--- config.mk ---
export PLATFORM = sky130hd
export DESIGN_NAME = lcd_page_sequencer
export DESIGN_NICKNAME = d
export VERILOG_FILES = /design/src/rtl/lcd_pkg.sv /design/src/rtl/lcd_refresh_timer.sv /design/src/rtl/lcd_page_sequencer.sv
export SDC_FILE = /design/constraint.sdc
export NUM_CORES = 1
export LEC_CHECK = 0
export ABC_AREA = 1
export ABC_CLOCK_PERIOD_IN_PS = 3500
export CORE_ASPECT_RATIO = 0.8
export CORE_MARGIN = 2
export CORE_UTILIZATION = 44
export CTS_CLUSTER_DIAMETER = 120
export DETAILED_ROUTE_END_ITERATION = 6
export HOLD_SLACK_MARGIN = 0.1
export PLACE_DENSITY = 0.86
export SLEW_MARGIN = 0
export SYNTH_ARGS = -nofsm -noshare
export SYNTH_HDL_FRONTEND = slang
export SYNTH_SLANG_ARGS = --single-unit
--- constraint.sdc ---
create_clock -name clk -period 3.5 [get_ports clk]
set_input_delay 0.525 -clock clk [delete_from_list [all_inputs] [get_ports clk]]
set_output_delay 0.525 -clock clk [all_outputs]
set_load 0.1 [all_outputs]
--- src/rtl/lcd_pkg.sv ---
// Shared definitions for the character-LCD page sequencer: FSM states,
// HD44780-style command constants and the DDRAM row base table.
package lcd_pkg;

  typedef enum logic [1:0] {
    ST_IDLE     = 2'd0,
    ST_SET_ADDR = 2'd1,
    ST_WR_CHAR  = 2'd2,
    ST_DONE     = 2'd3
  } seq_state_t;

  localparam logic [7:0] LCD_CMD_SET_DDRAM = 8'h80;

  // DDRAM start address of each display line (4-line controllers interleave).
  localparam logic [7:0] ROW_BASE [4] = '{8'h00, 8'h40, 8'h14, 8'h54};

  localparam logic RS_CMD  = 1'b0;
  localparam logic RS_DATA = 1'b1;

endpackage

--- src/rtl/lcd_refresh_timer.sv ---
// Free-running period counter; tick is high for one cycle every PERIOD cycles.
module lcd_refresh_timer #(
  parameter int unsigned PERIOD = 8_000_000
) (
  input  logic clk,
  input  logic rst_n,
  output logic tick
);

  localparam int unsigned CNT_W = (PERIOD > 1) ? $clog2(PERIOD) : 1;

  logic [CNT_W-1:0] cnt;

  assign tick = (cnt == CNT_W'(PERIOD - 1));

  always_ff @(posedge clk or negedge rst_n) begin
    if (!rst_n) begin
      cnt <= '0;
    end else if (tick) begin
      cnt <= '0;
    end else begin
      cnt <= cnt + 1'b1;
    end
  end

endmodule

--- src/rtl/lcd_page_sequencer.sv ---
// Renders a ROWS x COLS page from the character ROM into the LCD driver over a
// valid/ready byte interface. Periodic redraw is built in with LCD_SEQ_AUTO_REFRESH_EN.
module lcd_page_sequencer
  import lcd_pkg::*;
#(
  parameter int unsigned COLS        = 16,
  parameter int unsigned ROWS        = 2,
  parameter int unsigned ID_W        = 4,
  parameter int unsigned REFRESH_CYC = 8_000_000,
  localparam int unsigned ROW_W      = (ROWS > 1) ? $clog2(ROWS) : 1,
  localparam int unsigned COL_W      = (COLS > 1) ? $clog2(COLS) : 1
) (
  input  logic             clk,
  input  logic             rst_n,
  input  logic [ID_W-1:0]  page_id,
  input  logic             refresh,
  output logic [ID_W-1:0]  rom_page,
  output logic [ROW_W-1:0] rom_row,
  output logic [COL_W-1:0] rom_col,
  input  logic [7:0]       rom_char,
  output logic             wr_valid,
  output logic             wr_rs,
  output logic [7:0]       wr_data,
  input  logic             wr_ready,
  output logic             busy,
  output logic             done
);

  // Write handshake: a byte moves on a rising edge where wr_valid && wr_ready.
  // wr_valid/wr_rs/wr_data are decoded from registered state and counters, so
  // they cannot change until that transfer happens; wr_valid never drops early.

  if (REFRESH_CYC == 0) begin : g_bad_period
    $error("REFRESH_CYC must be nonzero");
  end

  seq_state_t       state, state_nxt;
  logic [ID_W-1:0]  cur_page;
  logic [ROW_W-1:0] row;
  logic [COL_W-1:0] col;
  logic             pending;
  logic             tick;
  logic             trigger;
  logic             start_req;
  logic             launch;
  logic             accept;
  logic             last_col;
  logic             last_row;
  logic [1:0]       row_idx;

`ifdef LCD_SEQ_AUTO_REFRESH_EN
  lcd_refresh_timer #(
    .PERIOD (REFRESH_CYC)
  ) u_refresh_timer (
    .clk   (clk),
    .rst_n (rst_n),
    .tick  (tick)
  );
`else
  assign tick = 1'b0;
`endif

  assign trigger   = (page_id != cur_page) || refresh || tick;
  assign start_req = trigger || pending;
  assign accept    = wr_valid && wr_ready;
  assign last_col  = (col == COL_W'(COLS - 1));
  assign last_row  = (row == ROW_W'(ROWS - 1));
  assign row_idx   = 2'(row);

  assign rom_page = cur_page;
  assign rom_row  = row;
  assign rom_col  = col;

  always_comb begin
    state_nxt = state;
    launch    = 1'b0;
    case (state)
      ST_IDLE: begin
        if (start_req) begin
          launch    = 1'b1;
          state_nxt = ST_SET_ADDR;
        end
      end
      ST_SET_ADDR: begin
        if (accept) state_nxt = ST_WR_CHAR;
      end
      ST_WR_CHAR: begin
        if (accept && last_col) state_nxt = last_row ? ST_DONE : ST_SET_ADDR;
      end
      ST_DONE: begin
        // A request that arrived during the render restarts without an idle cycle.
        if (start_req) begin
          launch    = 1'b1;
          state_nxt = ST_SET_ADDR;
        end else begin
          state_nxt = ST_IDLE;
        end
      end
      default: state_nxt = ST_IDLE;
    endcase
  end

  always_comb begin
    wr_valid = 1'b0;
    wr_rs    = RS_CMD;
    wr_data  = 8'h00;
    case (state)
      ST_SET_ADDR: begin
        wr_valid = 1'b1;
        wr_rs    = RS_CMD;
        wr_data  = LCD_CMD_SET_DDRAM | ROW_BASE[row_idx];
      end
      ST_WR_CHAR: begin
        wr_valid = 1'b1;
        wr_rs    = RS_DATA;
        wr_data  = rom_char;
      end
      default: ;
    endcase
  end

  assign busy = (state == ST_SET_ADDR) || (state == ST_WR_CHAR);
  assign done = (state == ST_DONE);

  always_ff @(posedge clk or negedge rst_n) begin
    if (!rst_n) begin
      state    <= ST_IDLE;
      cur_page <= '0;
      row      <= '0;
      col      <= '0;
      pending  <= 1'b1;
    end else begin
      state <= state_nxt;
      if (launch) begin
        cur_page <= page_id;
        row      <= '0;
        col      <= '0;
        pending  <= 1'b0;
      end else begin
        if (state == ST_WR_CHAR && accept) begin
          if (!last_col) begin
            col <= col + 1'b1;
          end else begin
            col <= '0;
            if (!last_row) row <= row + 1'b1;
          end
        end
        if (busy && trigger) pending <= 1'b1;
      end
    end
  end

endmodule

* Yosys cells after proc, flatten, opt, wreduce, memory -nomap -nowiden
Index checks and enable logic that the tools add are counted.
Cells by class: $add $sub $neg 2, magnitude comparators 1, equality and inequality tests 8, mux-type cells 23, bitwise gates (word level) 1, reductions and logical operators 15
Operators with widths (number):
- 8-bit binary-select mux with 2-bit select | 1
- 8-bit case mux with 2 select lines | 1
- 7-bit two-way mux | 2
- 4-bit two-way mux | 3
- 1-bit two-way mux | 11
- 2-bit two-way mux | 4
- 2-bit case mux with 4 select lines | 1
- 2-bit != test (second input constant) | 3
- 2-bit nonzero test | 3
- 4-bit by 1-bit adder with 4-bit output (second input constant) | 1
- 2-bit == test (second input constant) | 2
- 4-bit == test (second input constant) | 1
- 1-bit logical AND | 4
- 4-bit != test | 1
- 2-bit OR reduction | 2
- 3-bit >= comparator (second input constant) | 1
- 1-bit logical OR | 3
- 1-bit NOT with 3-bit output | 1
- 3-bit AND reduction | 1
- 2-bit by 1-bit == test with 1-bit output (second input constant) | 1
- 2-bit logical NOT | 1
- 2-bit AND reduction | 1
- 1-bit adder (second input constant) | 1
Storage, ports and cells: flip-flop bits (word level) 12, input port bits 16, output and inout port bits 21, logic and storage cells 55

* Depth between registers and ports, before layout
Gate-level depths: netlist of the first run.
depth in word-level cells 7, mapped depth 9, depth with buffers taken out 9

* Worst setup path before layout of the first run
OpenSTA, ideal clock, no wires.
path kind register to output, start register state[0], end output wr_data[6], arrival time 3.173 ns, data required time 2.975 ns, slack -0.198 ns, cell stages (with the launch flop) 6, cells stage by stage dfrtp_1 > inv_1 > ha_1 > buf_2 > nand2_1 > a21oi_1
Between the ends: cells in the longest elaborated chain, start to end 2, elaborated cells on any way between the ends 3, those cells by class 2 x eq/ne; 1 x mux
Ends and longest elaborated chain:
- from (decl) | line lcd_page_sequencer.sv:37 | seq_state_t state, state_nxt;
- from (signal assigned) | line lcd_page_sequencer.sv:133 | state <= state_nxt;
- 2-bit == test or 2-bit by 1-bit == test with 1-bit output (tied branches) | line lcd_page_sequencer.sv:107 | case (state)
- 8-bit case mux with 2 select lines * | line lcd_page_sequencer.sv:107
- to (decl) | line lcd_page_sequencer.sv:23 | output logic [7:0] wr_data,
Every way passes the cells marked *; elsewhere a longest branch is shown, timed or not.

* Worst setup path in the final report of the first run
start register col[2] (netlist: rom_col[2]), end output rom_col[2]
RTL lines:
- from (decl) | line lcd_page_sequencer.sv:40 | logic [COL_W-1:0] col;
- from (signal assigned) | line lcd_page_sequencer.sv:142 | col <= col + 1'b1;
- to (decl) | line lcd_page_sequencer.sv:19 | output logic [COL_W-1:0] rom_col,
No word-level cell between the ends.

==> results of run 1 <==
through the flow:
step	util, %	hold slack [ns]	worst slack [ns]	cells
2_1_floorplan	-	0.229	0.349	117
3_3_place_gp	64.6	0.514	1.45	175
3_5_place_dp	64.6	0.521	1.43	175
4_1_cts	66.6	0.541	1.11	179
5_1_grt	66.6	0.585	1.07	179
6_report	66.6	0.539	1.11	179
cells by family (layout without fill, tap and decap cells):
logic type	Yosys count	after routing
AO/OA/AOI/OAI	14	14
buffers and inverters	26	64
AND/OR/NAND/NOR	60	60
adder cells (fa/ha/maj)	5	5
flip-flops	12	12
layout make-up:
| cell class | instances | area [um^2] | share of cell area (%) |
|---|---|---|---|
| clock buffer | 4 | 36.3 | 2.96 |
| multi-input combinational | 79 | 434 | 35.4 |
| inverter | 24 | 92.6 | 7.56 |
| timing repair buffer | 36 | 330 | 27.0 |
| sequential | 12 | 302 | 24.6 |
| tap | 24 | 30.0 | 2.45 |
metal layers:
metal / up-vias / global-route usage (%)
met5: - / 0
met4: 0 / 3.08
met3: 2 / 6.34
met2: 11 / 34.5
met1: 379 / 19.2
li1: 432 / -
worst reg2reg max path: stages, from the launching register on:
cell,delay [ns]
dfrtp_1,0.44
inv_1,0.12
ha_1,0.42
nand2_1,0.19
nor2_2,0.20
nand3_1,0.12
nand3_1,0.08
o21ai_0,0.08
nand2_1,0.06
inv_1,0.04
placed cells by master (no fill, tap or decap), types with 5 or more instances in the layout:
cell type        netlist  layout
inv_1                 23      23
clkdlybuf4s50_1        0      24
ha_1                   5       5
o21ai_0                9       9
buf_4                  1      12
nor2_2                 4       5
nor2_1                 8       7
nand2_1               36      36
dfrtp_1               11      11
nand3_1                6       6
flip-flops by register name, indices dropped and copies added, names as in the netlist:
name,cells
rom_row,1
rom_col,4
state,2
rom_page,4
pending,1
path summary, 6_finish.rpt:
check                             from          end  slack (ns)  cells past startpoint
max                         rom_col[2]   rom_col[2]        1.11                      1
min                        rom_page[3]  rom_page[3]        0.54                      2
max reg2reg                   state[0]   rom_col[3]        1.65                      9
min reg2reg                rom_page[3]  rom_page[3]        0.54                      2
max in group asynchronous        rst_n      pending        2.52                      1
min in group asynchronous        rst_n   rom_col[2]        0.61                      1
==> flow_summary_export.csv, run 1 <==
group,metric,value,unit
yosys,syn_nets,138,
yosys,synth-compound-area-share,9.15,%
cts,cts.root.buffer_cell,"clkbuf_4",
routing,wl_per_cell,10.4,um
floorplan,ios,37,
sta,setup_viol,0,
yosys,yosys.area_share.adder,7.50,%
sta,rsz0062_at_grt,"no",
setup_path,crit_arrival,1.86,ns
sta,worst_pin_slew,0.970,ns
setup_path,cpMaxStageDelayCell,"clkdlybuf4s50_1",
finish,nets,177,
yosys,netlist_area,835,um^2
sta,fmax,419,MHz
global_routing,overflow,0,
routing,wl_met1,807,um
sta,tns,0,ns
cts,clk_latency,0.28,ns
finish,stdcell_area,1220,um^2
floorplan,core-area,1840,um^2
sta,clock_skew,0.00147,ns
cts,cts_buffers,3,
yosys,netlist_top_cells_count,"nand2_1 (36), inv_1 (23), dfrtp_1 (11)",
yosys,ys_warn_count,0,
sta,finalCritPeriodShare,68.2,%
finish,post_route_cells_drive_above_1_share,19.4,%
cts,cts_resized,0,
sta,slew_violations,0,
cts,postCtsHoldBufs,0,
yosys,synth-simple-area-share,34.6,%
floorplan,fp.dieH,43.0,um
floorplan,die_w,52.7,um
floorplan,initial_core_util,45.4,%
yosys,netlist.area_leader.share,33.0,%
global_routing,grt_usage,18.2,%
placement,place_area,1190,um^2
finish,diodes,0,
cts,cts_sinks,12,
yosys,syn_avg_cell_area,7.13,um^2
yosys,synth_edf_count,0,
routing,top_layer,"met4",
routing,detailedRoute.firstIterationViolations,6,
yosys,ys_seq_area_share,36.1,%
yosys,syn-instance-count,117,
worst_hold_path,hold_path_class,"reg2reg",
setup_path,worstPathCellList,"clkdlybuf4s50_1",
yosys,yosysMostFrequentCell,"nand2_1",
floorplan,die_area,2260,um^2
setup_path,path_buf_inv,1,
yosys,synth-seq-cells,12,
job,drv_cap,0,
cts,htree_levels,1,
routing,dr_wl_met3,51,um
setup_path,max_stage_delay,1.16,ns
setup_path,path_max_fanout,5,
routing,routed_wl,1.86,mm
global_routing,grt_max_degree,14,
global_routing,grt_pass1_wl,3.02,mm
cts,cts_tree,"built",
placement,place_congestion,0.856,
yosys,synth_mux_area_share,0,%
cts,clockBufferDepth,2,
yosys,synth_largest_area_cell,"dfrtp_1",
finish,fillers,161,
routing,drc_errors,0,
routing,via_per_inst,4.60,
yosys,synth_top_family_by_area,"simple AND/OR/NAND/NOR gates",
setup_path,start_kind,"flip-flop",
setup_path,crit_path_end_kind,"output pin",
yosys,ys_top_cells_by_area,"dfrtp_1 (33%), nand2_1 (16%), inv_1 (10%)",
global_routing,grt_pass1_vias,778,
placement,hpwl,1.54,mm
sta,slew_headroom,35.2,%
global_routing,antenna_found_initial,0,
sta,finalHoldViolations,0,
setup_path,path_class,"reg2out",
sta,final.min_clock_period,2.39,ns
routing,wl_met2,991,um
cts,postCtsSetupRepairBufs,0,
floorplan,row_count,14,
yosys,async_reset_ff_share,100,%
placement,io_buffer_count,36,
yosys,synthDistinctLibCells,21,
yosys,ys.flop_type,"dfrtp_1",
finish,area_growth,46.8,%
routing,first_pass_iters,4,
status,status,"finished clean",
routing,drtAntennaViolNets,0,
setup_path,crit_required,2.97,ns
cts,path_clk_slew,0.08,ns
setup_path,critPathTopFamily,"buffers and inverters",
routing,vias,824,
yosys,synth-xor-area-share,0,%
Power of run 1 is not shown: default switching activity piles up to over one toggle a cycle in this logic, so the estimate is an artifact.
==> inputs of run 2 (changes only) <==
Settings changed: ABC_CLOCK_PERIOD_IN_PS 3500 to 2400, CORE_UTILIZATION 44 to 41, PLACE_DENSITY 0.86 to 0.81.
Clock period 3.5 ns to 2.4 ns, I/O delays scaled along.
==> run 2 against run 1 <==
Utilization increased by 2.5 points. Global-route usage grew 1.0 points. Via count up 0.49%. Routed wire length is 9.7% higher. Clock-buffer cell count stayed put. Highest routed layer unchanged.
==> flow_summary_export.csv, run 2 (same netlist as run 1, synthesis figures left out) <==
group,metric,value,unit
routing,drtAntennaViolNets,0,
setup_path,crit_path_end_kind,"output pin",
setup_path,path_buf_inv,3,
setup_path,r2r_end,"rom_col[3]",
cts,htree_levels,1,
finish,nets,177,
status,status,"finished clean",
cts,postCtsHoldBufs,0,
routing,vias,828,
cts,clockBufferDepth,2,
cts,cts_tree,"built",
floorplan,die_w,54.4,um
sta,setup_viol,0,
setup_path,worstPathCellList,"inv_1 > ha_2 > inv_1 > a21oi_4 > buf_12",
sta,rsz0062_at_grt,"no",
floorplan,core-area,1910,um^2
cts,cts_buffers,3,
cts,path_clk_slew,0.08,ns
global_routing,overflow,0,
setup_path,startpoint,"state[1]",
routing,top_layer,"met4",
finish,area_growth,58.2,%
sta,final.min_clock_period,2.03,ns
finish,final_common_cell,"nand2_1",
setup_path,crit_end,"wr_data[6]",
setup_path,cpMaxStageDelayCell,"dfrtp_1",
routing,routed_wl,2.04,mm
global_routing,antenna_found_initial,0,
sta,slew_violations,0,
cts,postCtsSetupRepairBufs,0,
global_routing,grt_max_degree,14,
sta,tns,0,ns
floorplan,die_area,2410,um^2
sta,slew_headroom,64.0,%
finish,fillers,151,
floorplan,initial_core_util,43.7,%
global_routing,grt_usage,19.2,%
setup_path,ff2ff_setup_slack,0.68,ns
setup_path,crit_arrival,1.67,ns
routing,detailedRoute.firstIterationViolations,9,
floorplan,ios,37,
cts,clk_latency,0.27,ns
sta,worst_pin_slew,0.538,ns
routing,wl_per_cell,11.4,um
setup_path,cp_common_cell,"inv_1",
finish,post_route_cells_drive_above_1_share,26.5,%
setup_path,path_class,"reg2out",
finish,multiInputGateArea,452,um^2
sta,clock_skew,0.00266,ns
routing,wl_met1,923,um
cts,cts_resized,0,
finish,regArea,302,um^2
placement,io_buffer_count,36,
setup_path,path_depth,5,
setup_path,worst-r2r-cell-count,9,
finish,diodes,0,
setup_path,critPathTopFamily,"buffers and inverters",
worst_hold_path,hold_path_class,"in2async",
setup_path,start_kind,"flip-flop",
global_routing,grt_pass1_wl,3.39,mm
setup_path,crit_required,2.04,ns
job,drv_cap,0,
sta,finalCritPeriodShare,84.4,%
placement,hpwl,1.70,mm
cts,cts.root.buffer_cell,"clkbuf_4",
floorplan,fp.dieH,44.4,um
floorplan,row_count,14,
routing,first_pass_iters,4,
cts,cts_sinks,12,
sta,fmax,494,MHz
routing,drc_errors,0,
setup_path,path_max_fanout,6,
routing,via_per_inst,4.63,
global_routing,grt_pass1_vias,831,
placement,place_congestion,0.808,
sta,finalHoldViolations,0,
setup_path,max_stage_delay,0.43,ns
routing,dr_wl_met3,58,um
finish,mostFrequentLayoutCells,"nand2_1 (36), inv_1 (23), clkdlybuf4s50_1 (15)",
routing,wl_met2,1.04,mm
setup_path,reg2reg_from,"state[0]",
run 2: final cells by class:
cell class              count  area share [%]
flip-flops and latches     12            22.8
multi-input cells          79            34.2
inverters                  24            7.01
well taps                  24            2.27
repair buffers             36            30.9
clock buffers               4            2.75
run 2: routing by layer:
layer	track usage, %	vias to the layer above
met2	33.5	20
met5	0	-
met1	24.2	372
li1	-	432
met4	7.50	0
met3	2.03	4
run 2: worst min-delay path by stage:
stage | end | slack [ns] | depth (start not counted)
2_1_floorplan | rom_col[0] | 0.06 | 0
3_3_place_gp | rom_page[3] | 0.52 | 2
3_5_place_dp | rom_page[3] | 0.53 | 2
4_1_cts | rom_page[3] | 0.45 | 1
5_1_grt | rom_page[3] | 0.49 | 1
6_report | rom_col[3] | 0.44 | 1
run 2: stage by stage:
stage	instance area (um^2)	hold slack, ns	util [%]	setup slack, ns	instances
after floorplan	858	0.0644	-	0.0345	117
after global placement	1280	0.517	67.2	0.732	175
after detailed placement	1280	0.534	67.2	0.676	175
after CTS	1320	0.451	69.1	0.368	179
after global routing	1320	0.485	69.1	0.281	179
final	1320	0.440	69.1	0.374	179
Power of run 2 is left out for the same reason.
==> inputs of run 3 (changes only) <==
Settings changed: ABC_CLOCK_PERIOD_IN_PS 2400 to 2000.
Clock period 2.4 ns to 2 ns, I/O delays scaled along.
==> run 3 against run 2 <==
Die area unchanged. Clock-buffer cell count did not move. Routed wire length is 8.6% higher. Critical endpoint unchanged. Non-clock buffer count up 2. Utilization rose by 6.0 points. Largest cell class is now buffers. Via count grew 3.7%.
==> flow_summary_export.csv, run 3 (same netlist as run 1, synthesis figures left out) <==
group,metric,value,unit
sta,tns,0,ns
floorplan,ios,37,
finish,area_growth,71.8,%
cts,cts_tree,"built",
global_routing,overflow,0,
sta,fmax,524,MHz
sta,worst_pin_slew,0.560,ns
routing,wl_per_cell,12.2,um
cts,htree_levels,1,
setup_path,crit_arrival,1.61,ns
global_routing,grt_pass1_vias,859,
floorplan,fp.dieH,44.4,um
setup_path,worst-r2r-cell-count,9,
placement,place_area,1380,um^2
sta,final.min_clock_period,1.91,ns
floorplan,row_count,14,
global_routing,antenna_found_initial,0,
routing,first_pass_iters,4,
floorplan,core-area,1910,um^2
global_routing,grt_usage,21.4,%
floorplan,die_w,54.4,um
cts,clockBufferDepth,2,
cts,postCtsHoldBufs,0,
finish,diodes,0,
finish,final_common_cell,"nand2_1",
global_routing,grt_max_degree,14,
sta,slew_violations,0,
cts,clk_latency,0.28,ns
sta,finalCritPeriodShare,95.3,%
setup_path,path_class,"reg2out",
finish,fillers,142,
sta,finalHoldViolations,0,
routing,via_per_inst,4.75,
job,drv_cap,0,
finish,post_route_cells_drive_above_1_share,34.4,%
floorplan,initial_core_util,43.7,%
routing,drc_errors,0,
placement,place_congestion,0.851,
setup_path,crit_required,1.70,ns
global_routing,grt_pass1_wl,3.75,mm
sta,slew_headroom,62.5,%
finish,nets,179,
routing,routed_wl,2.21,mm
sta,rsz0062_at_grt,"no",
placement,placed_cells,175,
sta,setup_viol,0,
setup_path,ff2ff_setup_slack,0.41,ns
setup_path,reg2reg_from,"state[0]",
finish,stdcell_area,1430,um^2
setup_path,crit_path_end_kind,"output pin",
finish,final_cells,181,
placement,io_buffer_count,36,
cts,cts_sinks,12,
setup_path,start_kind,"flip-flop",
routing,vias,859,
placement,hpwl,1.74,mm
routing,drtAntennaViolNets,0,
setup_path,r2r_end,"rom_col[3]",
setup_path,path_max_fanout,5,
worst_hold_path,hold_path_class,"in2async",
routing,detailedRoute.firstIterationViolations,16,
status,status,"finished clean",
sta,clock_skew,0.00338,ns
cts,cts.root.buffer_cell,"clkbuf_4",
cts,cts_buffers,3,
cts,path_clk_slew,0.08,ns
floorplan,die_area,2410,um^2
finish,mostFrequentLayoutCells,"nand2_1 (36), clkdlybuf4s50_1 (15), inv_1 (14)",
==> run 3: repair_timing <==
item,4_1_cts,5_1_grt
buffers inserted,0,2
gates resized for setup,0,1
endpoints found under the setup margin,0,2
==> run 3: final cells by class <==
type / count / area (um^2) / share of cell area, %
sequential: 12 / 304 / 21.2
tap: 24 / 30.0 / 2.09
multi-input combinational: 79 / 472 / 32.9
inverter: 24 / 119 / 8.29
clock buffer: 4 / 36.3 / 2.53
timing repair buffer: 38 / 473 / 33.0
==> run 3: worst max-delay path by stage <==
stage / end / slack (ns) / cells after the start / from
after floorplan: wr_data[6] / -0.07 / 4 / state[0]
after global placement: wr_data[6] / 0.38 / 5 / state[0]
after detailed placement: wr_data[6] / 0.33 / 5 / state[1]
after CTS: wr_data[6] / 0.003 / 5 / state[0]
after global routing: wr_data[6] / 0.02 / 5 / state[0]
final: wr_data[6] / 0.09 / 5 / state[0]
==> run 3: layer usage <==
layer / GRT usage (%) / share of wire (%) / vias to the layer above
li1: - / - / 433
met1: 27.1 / 41 / 394
met2: 35.2 / 51 / 25
met3: 5.41 / 5.1 / 7
met4: 7.50 / 2.3 / 0
met5: 0 / 0 / -
==> run 3: stage by stage <==
stage                     utilization [%]  hold slack (ns)  worst slack [ns]
final                                75.1            0.376            0.0932
after global routing                 75.1            0.418            0.0237
after CTS                            74.2            0.390           0.00268
after detailed placement             72.3            0.525             0.329
after global placement               72.3            0.513             0.382
after floorplan                         -          0.00441           -0.0744
==> run 3: worst max-delay path, cell delays in order, from the launching register on <==
cell and delay [ns]:
dfrtp_2 0.42, inv_2 0.08, ha_4 0.34, clkinvlp_4 0.15, a21oi_4 0.16, buf_12 0.19
Power of run 3 is left out for the same reason.
